File: config.mk
export PLATFORM = sky130hd
export DESIGN_NAME = mofsm_seq_gen
export DESIGN_NICKNAME = d
export VERILOG_FILES = /design/src/rtl/mofsm_pkg.sv /design/src/rtl/mofsm_down_cnt.sv /design/src/rtl/mofsm_seq_gen.sv
export SDC_FILE = /design/constraint.sdc
export NUM_CORES = 1
export LEC_CHECK = 0
export CAP_MARGIN = 20
export CORE_MARGIN = 10
export CORE_UTILIZATION = 45
export DETAILED_ROUTE_END_ITERATION = 6
export DONT_BUFFER_PORTS = 1
export PLACE_DENSITY = 0.71
export SKIP_LAST_GASP = 1
export SLEW_MARGIN = 5
export SYNTH_ARGS = -nofsm -noshare
export SYNTH_HDL_FRONTEND = slang
export SYNTH_SLANG_ARGS = --single-unit
File: constraint.sdc
create_clock -name i_clk -period 1.4 [get_ports i_clk]
set_clock_uncertainty 0.05 [all_clocks]
set_input_delay 0.28 -clock i_clk [delete_from_list [all_inputs] [get_ports i_clk]]
set_output_delay 0.28 -clock i_clk [all_outputs]
set_load 0.01 [all_outputs]
File: src/rtl/mofsm_pkg.sv
// Shared types and constants for the mofsm detector and its serial pattern source.
// Used by mofsm_seq_gen (optional parity via MOFSM_SEQ_GEN_PARITY_EN).
package mofsm_pkg;

   // Fixed encodings so waveforms and benches decode states consistently.
   typedef enum logic [2:0] {
      StIdle = 3'd0,
      StSend = 3'd1,
      StPar  = 3'd2,
      StGap  = 3'd3,
      StDone = 3'd4
   } seq_gen_state_t;

   // Target sequence recognised by the mofsm detector.
   localparam logic [3:0] MOFSM_PAT = 4'b1011;

endpackage

File: src/rtl/mofsm_down_cnt.sv
// Loadable down-counter that saturates at zero and flags the zero count.
module mofsm_down_cnt #(
   parameter int unsigned W = 4
) (
   input  logic         i_clk,
   input  logic         i_rst,
   input  logic         i_load,
   input  logic [W-1:0] i_load_val,
   input  logic         i_dec,
   output logic [W-1:0] o_count,
   output logic         o_zero
);

   logic [W-1:0] r_count;

   always_ff @(posedge i_clk) begin
      if (i_rst) begin
         r_count <= '0;
      end else if (i_load) begin
         r_count <= i_load_val;
      end else if (i_dec && (r_count != '0)) begin
         r_count <= r_count - W'(1);
      end
   end

   always_comb begin
      o_count = r_count;
      o_zero  = (r_count == '0);
   end

endmodule

File: src/rtl/mofsm_seq_gen.sv
// Serial MSB-first pattern transmitter feeding the mofsm detector input.
// Define MOFSM_SEQ_GEN_PARITY_EN to append an even-parity bit after the data bits.
module mofsm_seq_gen
   import mofsm_pkg::*;
#(
   parameter int unsigned PAT_W = 4,
   parameter int unsigned GAP_W = 4
) (
   input  logic             i_clk,
   input  logic             i_rst,
   input  logic             i_start,
   input  logic [PAT_W-1:0] i_pattern,
   input  logic [GAP_W-1:0] i_gap,
   output logic             o_a_out,
   output logic             o_busy,
   output logic             o_done
);

   localparam int unsigned BIT_W = $clog2(PAT_W + 1);

   seq_gen_state_t   r_state;
   seq_gen_state_t   w_state_next;
   logic [PAT_W-1:0] r_shift;
   logic             w_accept;
   logic             w_bit_dec;
   logic [BIT_W-1:0] w_bit_cnt;
   logic             w_bit_zero;
   logic             w_bit_last;
   logic             w_gap_dec;
   logic [GAP_W-1:0] w_gap_cnt;
   logic             w_gap_zero;
   logic             w_gap_last;
`ifdef MOFSM_SEQ_GEN_PARITY_EN
   logic             r_par;
`endif

   // A new frame is only taken when not busy: from IDLE or back-to-back from DONE.
   always_comb begin
      w_accept   = i_start && ((r_state == StIdle) || (r_state == StDone));
      w_bit_dec  = (r_state == StSend) && !w_bit_zero;
      w_bit_last = (w_bit_cnt == BIT_W'(1));
      w_gap_dec  = (r_state == StGap);
      w_gap_last = (w_gap_cnt == GAP_W'(1));
   end

   mofsm_down_cnt #(
      .W (BIT_W)
   ) u_bit_cnt (
      .i_clk      (i_clk),
      .i_rst      (i_rst),
      .i_load     (w_accept),
      .i_load_val (BIT_W'(PAT_W)),
      .i_dec      (w_bit_dec),
      .o_count    (w_bit_cnt),
      .o_zero     (w_bit_zero)
   );

   mofsm_down_cnt #(
      .W (GAP_W)
   ) u_gap_cnt (
      .i_clk      (i_clk),
      .i_rst      (i_rst),
      .i_load     (w_accept),
      .i_load_val (i_gap),
      .i_dec      (w_gap_dec),
      .o_count    (w_gap_cnt),
      .o_zero     (w_gap_zero)
   );

   always_ff @(posedge i_clk) begin
      if (i_rst) begin
         r_state <= StIdle;
      end else begin
         r_state <= w_state_next;
      end
   end

   always_comb begin
      w_state_next = r_state;
      case (r_state)
         StIdle: begin
            if (i_start) w_state_next = StSend;
         end
         StSend: begin
            if (w_bit_last) begin
`ifdef MOFSM_SEQ_GEN_PARITY_EN
               w_state_next = StPar;
`else
               w_state_next = w_gap_zero ? StDone : StGap;
`endif
            end
         end
`ifdef MOFSM_SEQ_GEN_PARITY_EN
         StPar: begin
            w_state_next = w_gap_zero ? StDone : StGap;
         end
`endif
         StGap: begin
            if (w_gap_last) w_state_next = StDone;
         end
         StDone: begin
            w_state_next = i_start ? StSend : StIdle;
         end
         default: begin
            w_state_next = StIdle;
         end
      endcase
   end

   always_ff @(posedge i_clk) begin
      if (i_rst) begin
         r_shift <= '0;
      end else if (w_accept) begin
         r_shift <= i_pattern;
      end else if (r_state == StSend) begin
         r_shift <= {r_shift[PAT_W-2:0], 1'b0};
      end
   end

`ifdef MOFSM_SEQ_GEN_PARITY_EN
   always_ff @(posedge i_clk) begin
      if (i_rst) begin
         r_par <= 1'b0;
      end else if (w_accept) begin
         r_par <= ^i_pattern;
      end
   end
`endif

   always_comb begin
      o_a_out = 1'b0;
      o_busy  = 1'b0;
      o_done  = 1'b0;
      case (r_state)
         StSend: begin
            o_a_out = r_shift[PAT_W-1];
            o_busy  = 1'b1;
         end
`ifdef MOFSM_SEQ_GEN_PARITY_EN
         StPar: begin
            o_a_out = r_par;
            o_busy  = 1'b1;
         end
`endif
         StGap: begin
            o_busy = 1'b1;
         end
         StDone: begin
            o_done = 1'b1;
         end
         default: begin
            o_a_out = 1'b0;
         end
      endcase
   end

endmodule

==> results of run 1 <==
==> cells in the final DEF (no fill, tap or decap), drive strengths merged, types with 2 or more instances in the layout <==
master,n
a21oi,6
inv,8
a22oi,3
clkbuf,3
nor3,2
a211oi,5
xnor2,4
nand3b,2
nor2,11
nor3b,3
ha,5
dfxtp,14
mux2,2
dlygate4sd3,2
o21ai,2
buf,7
nand2,6
and2,2
==> through the flow <==
| stage | worst slack, ns | setup TNS [ns] | std cells | hold slack (ns) |
|---|---|---|---|---|
| after CTS | -0.00306 | -0.00306 | 108 | 0.000228 |
| after detailed placement | 0.0184 | 0 | 103 | 0.298 |
| after global placement | 0.0145 | 0 | 103 | 0.297 |
| after floorplan | 0.102 | 0 | 84 | 0.374 |
| after global routing | -0.0307 | -0.0974 | 111 | 0.00294 |
| final | 0.0106 | 0 | 111 | 0.00202 |
==> final cells by class <==
class / instances / area [um2]
tap: 16 / 20.0
clock buffer: 3 / 22.5
fill: 142 / 642
timing repair buffer: 9 / 72.6
inverter: 8 / 30.0
multi-input combinational: 61 / 482
sequential: 14 / 290
==> cell families after synthesis <==
logic type / Yosys count / share of synthesized area
compound gates: 19 / 0.180
xor+xnor: 4 / 0.0457
fa+ha+maj: 5 / 0.0817
buf+inv: 9 / 0.0441
flops: 14 / 0.366
mux: 3 / 0.0474
simple gates: 30 / 0.235
==> worst max-delay path, cell delays in order, from the launching register on <==
cell,delay (ns)
dfxtp_4,0.39
nor3b_4,0.21
and2_4,0.19
==> what timing repair did <==
action,CTS,global route
gates resized for setup,6,7
endpoints found under the setup margin,3,8
endpoints found under the hold margin,2,1
hold buffers,1,1
setup buffers,1,2
pin swaps,2,6
==> synth_stat cells (3+ instances only) <==
cell type / n / share of area
nand2_1: 6 / 0.029
nor2_1: 10 / 0.049
dfxtp_1: 14 / 0.37
ha_1: 5 / 0.082
inv_1: 8 / 0.039
a22oi_1: 3 / 0.029
xnor2_1: 4 / 0.046
a211oi_1: 3 / 0.029
a21oi_1: 6 / 0.039
==> per-layer routing <==
layer  track usage  part of all wire
met3        0.0412             0.091
met2         0.148              0.43
met5             0                 0
met4        0.0489             0.019
met1         0.102              0.45
==> report_power, final <==
group	internal (mW)	switching, mW	total (mW)
clock	0.0999	0.131	0.231
sequential	0.424	0.0194	0.444
combinational	0.100	0.0989	0.199
total	0.624	0.249	0.874
==> worst max-delay path by stage <==
stage | slack, ns | start | end
after floorplan | 0.10 | r_state[0]$_SDFFE_PP0P_ | u_bit_cnt.o_count[1]$_SDFFE_PP0P_
final | 0.01 | r_state[1]$_SDFFE_PP0P_ | o_a_out
after detailed placement | 0.02 | r_state[1]$_SDFFE_PP0P_ | u_gap_cnt.o_count[0]$_SDFFE_PP0P_
after global placement | 0.01 | r_state[1]$_SDFFE_PP0P_ | u_gap_cnt.o_count[0]$_SDFFE_PP0P_
after global routing | -0.03 | r_state[1]$_SDFFE_PP0P_ | o_a_out
after CTS | -0.003 | r_state[0]$_SDFFE_PP0P_ | o_a_out
==> state kept, by name (all words and copies together) (netlist names) <==
signal,count
r_shift,4
r_state,3
u_gap_cnt.o_count,4
u_bit_cnt.o_count,3
==> results_dict.tcl, run 1 <==
set metrics [dict create \
    status "finished, final reports clean" \
    die_w_um 61.3 \
    cts_buffer_depth 2 \
    holdPathEnd "u_bit_cnt.o_count[2]$_SDFFE_PP0P_" \
    ys_seq_area_frac 0.366 \
    crit_type "reg2out" \
    p_leak_nw 0.398 \
    root_buffer "clkbuf_4" \
    synthArstFlopShare 0 \
    finalSetupViolations 0 \
    dieArea_um2 3750 \
    hp-start "i_rst" \
    grt.overflow.total 0 \
    rr_worst_depth 4 \
    syn_to_final_growth_pct 19.8 \
    cts-htree-levels 1 \
    synth_edf_count 0 \
    antennaDiodeCount 0 \
    initial_utilization 0.491 \
    ys_ff_latch 14 \
    core_area_um2 1560 \
    powerDensity_nw_per_um2 953 \
    cp.arrival_ns 1.06 \
    vias 612 \
    end_kind "primary output" \
    r2r_slack_ns 0.04 \
    syn-instance-count 84 \
    reg2reg_from "u_gap_cnt.o_count[1]$_SDFFE_PP0P_" \
    max_freq_ghz 0.720 \
    final_util 0.588 \
    rsz0062_at_grt "true" \
    place.gp.congestion 0.751 \
    numCtsBuffers 3 \
    first_iter_violations 17 \
    report.final.slew_viol_count 0 \
    hold_viol 0 \
    placed_area_um2 812 \
    grt_pass1_wl_um 2530 \
    drive_gt1_frac 0.305 \
    synth_flop_cell "dfxtp_1" \
    p_total_mw 0.874 \
    tritoncts "yes" \
    path_clk_slew_ns 0.08 \
    max_cap_violations 0 \
    grt_pass1_vias 591 \
    r2r_end "u_gap_cnt.o_count[3]$_SDFFE_PP0P_" \
    avgViaCountPerCell 5.51 \
    ant_nets 0 \
    wl_per_cell_um 14.7 \
    worstPathRequired_ns 1.07 \
    slew_headroom 0.776 \
    grt_usage 0.0926 \
    cts_sinks 14 \
    yosysWarningCount 0 \
    antenna_found_initial 0 \
    synthesis.area_um2 766 \
    fin_area_um2 917 \
    holdCritPathClass "in2reg" \
    ioPinCount 14 \
    start_kind "flip-flop" \
    io_buffers 0 \
    period_share 0.992 \
    synthesis.area_per_instance_um2 9.12 \
    route.detailed.drc 0 \
    final_nets 113 \
    rows 14 \
    dieHeight_um 61.3 \
    critPathMaxFanout 6 \
    min_period_ns 1.39 \
    hold_depth 1 \
    clk_latency_ns 0.28 \
    hpwl_um 1180 \
    ir_drop_uv 699 \
    grt_max_degree 12 \
    tightest_slew_ns 0.335 \
    first_pass_iters 4 \
    synth.distinct_cells 30 \
    syn_nets 100 \
    wirelength_um 1630 \
]
No activity file was read; power rests on OpenSTA's default activity.
==> run 2, diff against run 1 <==
--- a/config.mk
+++ b/config.mk
@@ -7,10 +7,10 @@
 export LEC_CHECK = 0
 export CAP_MARGIN = 20
 export CORE_MARGIN = 10
-export CORE_UTILIZATION = 45
+export CORE_UTILIZATION = 59
 export DETAILED_ROUTE_END_ITERATION = 6
 export DONT_BUFFER_PORTS = 1
-export PLACE_DENSITY = 0.71
+export PLACE_DENSITY = 0.86
 export SKIP_LAST_GASP = 1
 export SLEW_MARGIN = 5
 export SYNTH_ARGS = -nofsm -noshare
==> constraint.sdc (replaced) <==
create_clock -name i_clk -period 1.5 [get_ports i_clk]
set_clock_uncertainty 0.05 [all_clocks]
set_input_delay 0.3 -clock i_clk [delete_from_list [all_inputs] [get_ports i_clk]]
set_output_delay 0.3 -clock i_clk [all_outputs]
set_load 0.01 [all_outputs]
==> run 2 against run 1 <==
  * Register-to-register slack gained 0.08 ns
  * Sequential power shrank 5.9%
  * Global-route usage grew 0.49 points
  * Routed wire length shrank 4.9%
  * First-iteration DRC count shrank 5.9%
  * Core utilization grew 14 points
  * Hold slack gained 0.014 ns
  * Design area shrank 6.7%
  * Final cell count shrank 5.4%
  * Via count shrank 1.1%
  * Largest cell class unchanged
==> results_dict.tcl, run 2 (same netlist as run 1, synthesis figures left out) <==
set metrics [dict create \
    cts-htree-levels 1 \
    hpwl_um 1100 \
    critPathBufInv 0 \
    r2r_end "r_state[1]$_SDFFE_PP0P_" \
    r2r_slack_ns 0.12 \
    first_pass_iters 4 \
    rsz0062_at_grt "false" \
    period_share 0.945 \
    tritoncts "yes" \
    avgViaCountPerCell 5.76 \
    hold_viol 0 \
    grt_max_degree 13 \
    rows 12 \
    fin_ws_ns 0.0824 \
    vias 605 \
    place.gp.congestion 0.767 \
    finalSetupTns_ns 0 \
    syn_to_final_growth_pct 11.8 \
    dieArea_um2 3140 \
    grt_usage 0.0975 \
    holdCritPathClass "in2reg" \
    first_iter_violations 16 \
    mostFrequentLayoutCell "dfxtp_1" \
    cp_slowest_cell "dfxtp_2" \
    grt_pass1_vias 611 \
    p_leak_nw 0.346 \
    cts_sinks 14 \
    rr_worst_depth 5 \
    swShare 0.273 \
    fin_hold_ws_ns 0.0161 \
    ctsHoldBuffers 0 \
    tightest_slew_ns 0.356 \
    grt.overflow.total 0 \
    crit_type "reg2out" \
    slew_headroom 0.762 \
    cp_num_cells 2 \
    status "finished, final reports clean" \
    cp_cell_sequence "nor3b_4, and2_4" \
    cp.arrival_ns 1.07 \
    grt_pass1_wl_um 2580 \
    finalSetupViolations 0 \
    reg2reg_from "u_bit_cnt.o_count[1]$_SDFFE_PP0P_" \
    ir_drop_uv 654 \
    core_area_um2 1170 \
    final_nets 108 \
    clk_latency_ns 0.28 \
    io_buffers 0 \
    antenna_found_initial 0 \
    p_seq_frac 0.489 \
    drive_gt1_frac 0.275 \
    dieHeight_um 56.0 \
    cpPeakStageDelay_ns 0.38 \
    max_cap_violations 0 \
    numCtsBuffers 3 \
    p_comb_frac 0.186 \
    report.final.slew_viol_count 0 \
    wirelength_um 1550 \
    die_w_um 56.0 \
    p_sw_mw 0.233 \
    cts_buffer_depth 2 \
    pwr-share-clk 0.325 \
    critPathTopFamily "simple AND/OR/NAND/NOR gates" \
    end_kind "primary output" \
    root_buffer "clkbuf_4" \
    worstPathRequired_ns 1.15 \
    crit_path_end "o_a_out" \
    critPathMaxFanout 6 \
    layout_common_cells "dfxtp_1, nor2_1, inv_1, nand2_1, a21oi_1" \
    post-place-ws_ns 0.121 \
    initial_utilization 0.654 \
    max_freq_ghz 0.705 \
    path_clk_slew_ns 0.09 \
    powerDensity_nw_per_um2 997 \
    antennaDiodeCount 0 \
    ant_nets 0 \
    start_kind "flip-flop" \
    ioPinCount 14 \
    min_period_ns 1.42 \
    wl_per_cell_um 14.8 \
    cp-startpoint "r_state[1]$_SDFFE_PP0P_" \
    internal-power_mw 0.621 \
    route.detailed.drc 0 \
]
==> run 2: cell types whose count changed in the layout (fill, tap and decap cells not counted), sizes merged <==
cell	previous run	this run
clkbuf	3	4
dlygate4sd3	2	0
buf	7	4
==> run 2: worst min-delay path by stage <==
stage	startpoint	end	depth (start not counted)
2_1_floorplan	r_shift[3]$_SDFFE_PP0P_	r_shift[3]$_SDFFE_PP0P_	2
3_3_place_gp	i_rst	u_gap_cnt.o_count[3]$_SDFFE_PP0P_	1
3_5_place_dp	i_rst	u_gap_cnt.o_count[3]$_SDFFE_PP0P_	1
4_1_cts	i_rst	r_state[0]$_SDFFE_PP0P_	1
5_1_grt	i_rst	r_shift[2]$_SDFFE_PP0P_	1
6_report	i_rst	r_state[0]$_SDFFE_PP0P_	1
==> run 2: cell type report <==
cell class | instances | area, um2
clock buffer | 4 | 36.3
fill | 90 | 315
inverter | 8 | 30.0
multi-input combinational | 61 | 459
sequential | 14 | 283
tap | 14 | 17.5
timing repair buffer | 4 | 30.0
==> run 2: power by group through the flow <==
| stage | logic, mW | clock network [mW] | registers (mW) |
|---|---|---|---|
| 2_1_floorplan | 0.120 | 0 | 0.420 |
| 3_3_place_gp | 0.143 | 0 | 0.422 |
| 3_5_place_dp | 0.147 | 0 | 0.425 |
| 4_1_cts | 0.154 | 0.281 | 0.417 |
| 5_1_grt | 0.179 | 0.295 | 0.420 |
| 6_report | 0.159 | 0.277 | 0.418 |
==> run 2: worst register-to-register path, delay by kind of cell (launching register included) <==
| family | cells | cell delay [ns] |
|---|---|---|
| adders and majority gates | 1 | 0.16 |
| buffers and inverters | 1 | 0.11 |
| and+or+nand+nor | 1 | 0.47 |
| AOI/OAI and AO/OA | 2 | 0.22 |
| DFF | 1 | 0.31 |
==> run 2: through the flow <==
step | util | cells | instance area, um2 | total power, mW
2_1_floorplan | - | 84 | 766 | 0.540
3_3_place_gp | 0.685 | 100 | 802 | 0.565
3_5_place_dp | 0.685 | 100 | 802 | 0.571
4_1_cts | 0.723 | 105 | 847 | 0.852
5_1_grt | 0.731 | 105 | 856 | 0.894
6_report | 0.731 | 105 | 856 | 0.854
==> run 2: layer usage <==
layer,up-vias,global-route usage,wire (um)
li1,300,-,-
met1,284,0.102,668
met2,19,0.159,704
met3,2,0.0501,162
met4,0,0.0410,16
met5,-,0,0
==> run 2: what timing repair did <==
action	in CTS	in global routing
gates resized for setup	1	5
hold endpoints to repair	0	0
buffers inserted	1	0
endpoints found under the setup margin	1	3
==> run 3, diff against run 2 <==
--- a/config.mk
+++ b/config.mk
@@ -6,8 +6,10 @@
 export NUM_CORES = 1
 export LEC_CHECK = 0
 export CAP_MARGIN = 20
+export CELL_PAD_IN_SITES_DETAIL_PLACEMENT = 1
+export CELL_PAD_IN_SITES_GLOBAL_PLACEMENT = 2
 export CORE_MARGIN = 10
-export CORE_UTILIZATION = 59
+export CORE_UTILIZATION = 36
 export DETAILED_ROUTE_END_ITERATION = 6
 export DONT_BUFFER_PORTS = 1
 export PLACE_DENSITY = 0.86
==> run 3 against run 2 <==
  * Setup slack worse by 0.0021 ns
  * Non-clock buffer count is 2 higher
  * Critical path depth stayed put
  * Global-route usage is 0.82 points lower
  * Hold slack worse by 0.0056 ns
  * Die area is 39% higher
  * Fmax is 0.15% lower
  * Sequential power hardly changed
  * Largest cell class unchanged
  * Via count is 1.3% lower
  * Count of clock-buffer cells in the layout stayed put
==> results_dict.tcl, run 3 (same netlist as run 1, synthesis figures left out) <==
set metrics [dict create \
    status "finished, final reports clean" \
    place.gp.congestion 0.703 \
    critPathMaxFanout 5 \
    cp.arrival_ns 1.07 \
    drive_gt1_frac 0.280 \
    numCtsBuffers 3 \
    route.detailed.drc 0 \
    end_kind "primary output" \
    worstPathRequired_ns 1.15 \
    grt_max_degree 13 \
    dieArea_um2 4370 \
    hpwl_um 1370 \
    final_cells 120 \
    io_buffers 0 \
    finalSetupTns_ns 0 \
    holdCritPathClass "in2reg" \
    ir_drop_uv 485 \
    wl_per_cell_um 15.4 \
    syn_to_final_growth_pct 17.2 \
    initial_utilization 0.382 \
    antenna_found_initial 0 \
    report.final.slew_viol_count 0 \
    die_w_um 66.1 \
    tightest_slew_ns 0.457 \
    max_freq_ghz 0.704 \
    first_pass_iters 4 \
    ant_nets 0 \
    cts_sinks 14 \
    first_iter_violations 20 \
    grt_pass1_vias 625 \
    placed_area_um2 818 \
    start_kind "flip-flop" \
    grt.overflow.total 0 \
    dp_cells 113 \
    layout_common_cells "dfxtp_1, nor2_1, inv_1, nand2_1, a21oi_1" \
    max_cap_violations 0 \
    nFillCells 246 \
    p_leak_nw 0.354 \
    multi_input_area_um2 460 \
    final_nets 110 \
    cts-htree-levels 1 \
    finalSetupViolations 0 \
    cts_buffer_depth 2 \
    period_share 0.947 \
    antennaDiodeCount 0 \
    core_area_um2 2000 \
    root_buffer "clkbuf_4" \
    slew_headroom 0.694 \
    rows 16 \
    grt_usage 0.0893 \
    fin_area_um2 897 \
    crit_type "reg2out" \
    powerDensity_nw_per_um2 965 \
    min_period_ns 1.42 \
    wirelength_um 1840 \
    path_clk_slew_ns 0.09 \
    ioPinCount 14 \
    vias 597 \
    tritoncts "yes" \
    seq_area_um2 287 \
    hold_viol 0 \
    grt_pass1_wl_um 2990 \
    clk_latency_ns 0.29 \
    avgViaCountPerCell 4.98 \
    rsz0062_at_grt "true" \
    fin_hold_ws_ns 0.0105 \
    mostFrequentLayoutCell "dfxtp_1" \
    final_util 0.448 \
    dieHeight_um 66.1 \
]
run 3: changes by cell type in the layout (fill, tap and decap cells not counted), sizes merged:
cell	delta
dlygate4sd3	+2
run 3: worst paths after layout:
| path | slack [ns] | cells past startpoint | start | endpoint |
|---|---|---|---|---|
| min reg2reg | 0.41 | 2 | r_shift[3]$_SDFFE_PP0P_ | r_shift[3]$_SDFFE_PP0P_ |
| min | 0.01 | 1 | i_rst | r_state[0]$_SDFFE_PP0P_ |
| max | 0.08 | 2 | r_state[0]$_SDFFE_PP0P_ | o_a_out |
| max reg2reg | 0.11 | 6 | u_gap_cnt.o_count[0]$_SDFFE_PP0P_ | r_state[0]$_SDFFE_PP0P_ |
run 3: layout make-up:
class / count / area share
inverter: 8 / 0.0335
multi-input combinational: 61 / 0.513
tap: 27 / 0.0377
timing repair buffer: 6 / 0.0558
clock buffer: 4 / 0.0404
sequential: 14 / 0.319
run 3: report_power, final:
| part | switching, mW | total, mW | internal (mW) |
|---|---|---|---|
| sequential | 0.0193 | 0.417 | 0.397 |
| combinational | 0.0873 | 0.165 | 0.0781 |
| clock | 0.136 | 0.284 | 0.148 |
run 3: through the flow:
step | worst slack (ns) | total power, mW
floorplan | 0.202 | 0.540
finish | 0.0802 | 0.866
CTS | 0.0170 | 0.871
detailed placement | 0.0873 | 0.579
global route | -0.0235 | 0.920
global placement | 0.131 | 0.570
run 3: per-layer routing:
layer  up-vias  global-route usage  share of wire
li1        306                   -              -
met1       273              0.0919           0.44
met2        13               0.141           0.46
met3         5              0.0610          0.093
met4         0              0.0314          0.015
met5         -                   0              0
run 3: timing repair:
| item | CTS | global route |
|---|---|---|
| pin swaps | 0 | 1 |
| setup endpoints to repair | 1 | 4 |
| hold buffers | 0 | 2 |
| resized for setup | 3 | 4 |
| buffers inserted | 1 | 0 |
| hold endpoints to repair | 0 | 3 |
run 3: critical path, stage by stage, from the launching register on:
cell     delay [ns]
dfxtp_4        0.38
nor3b_4        0.21
and2_4         0.18
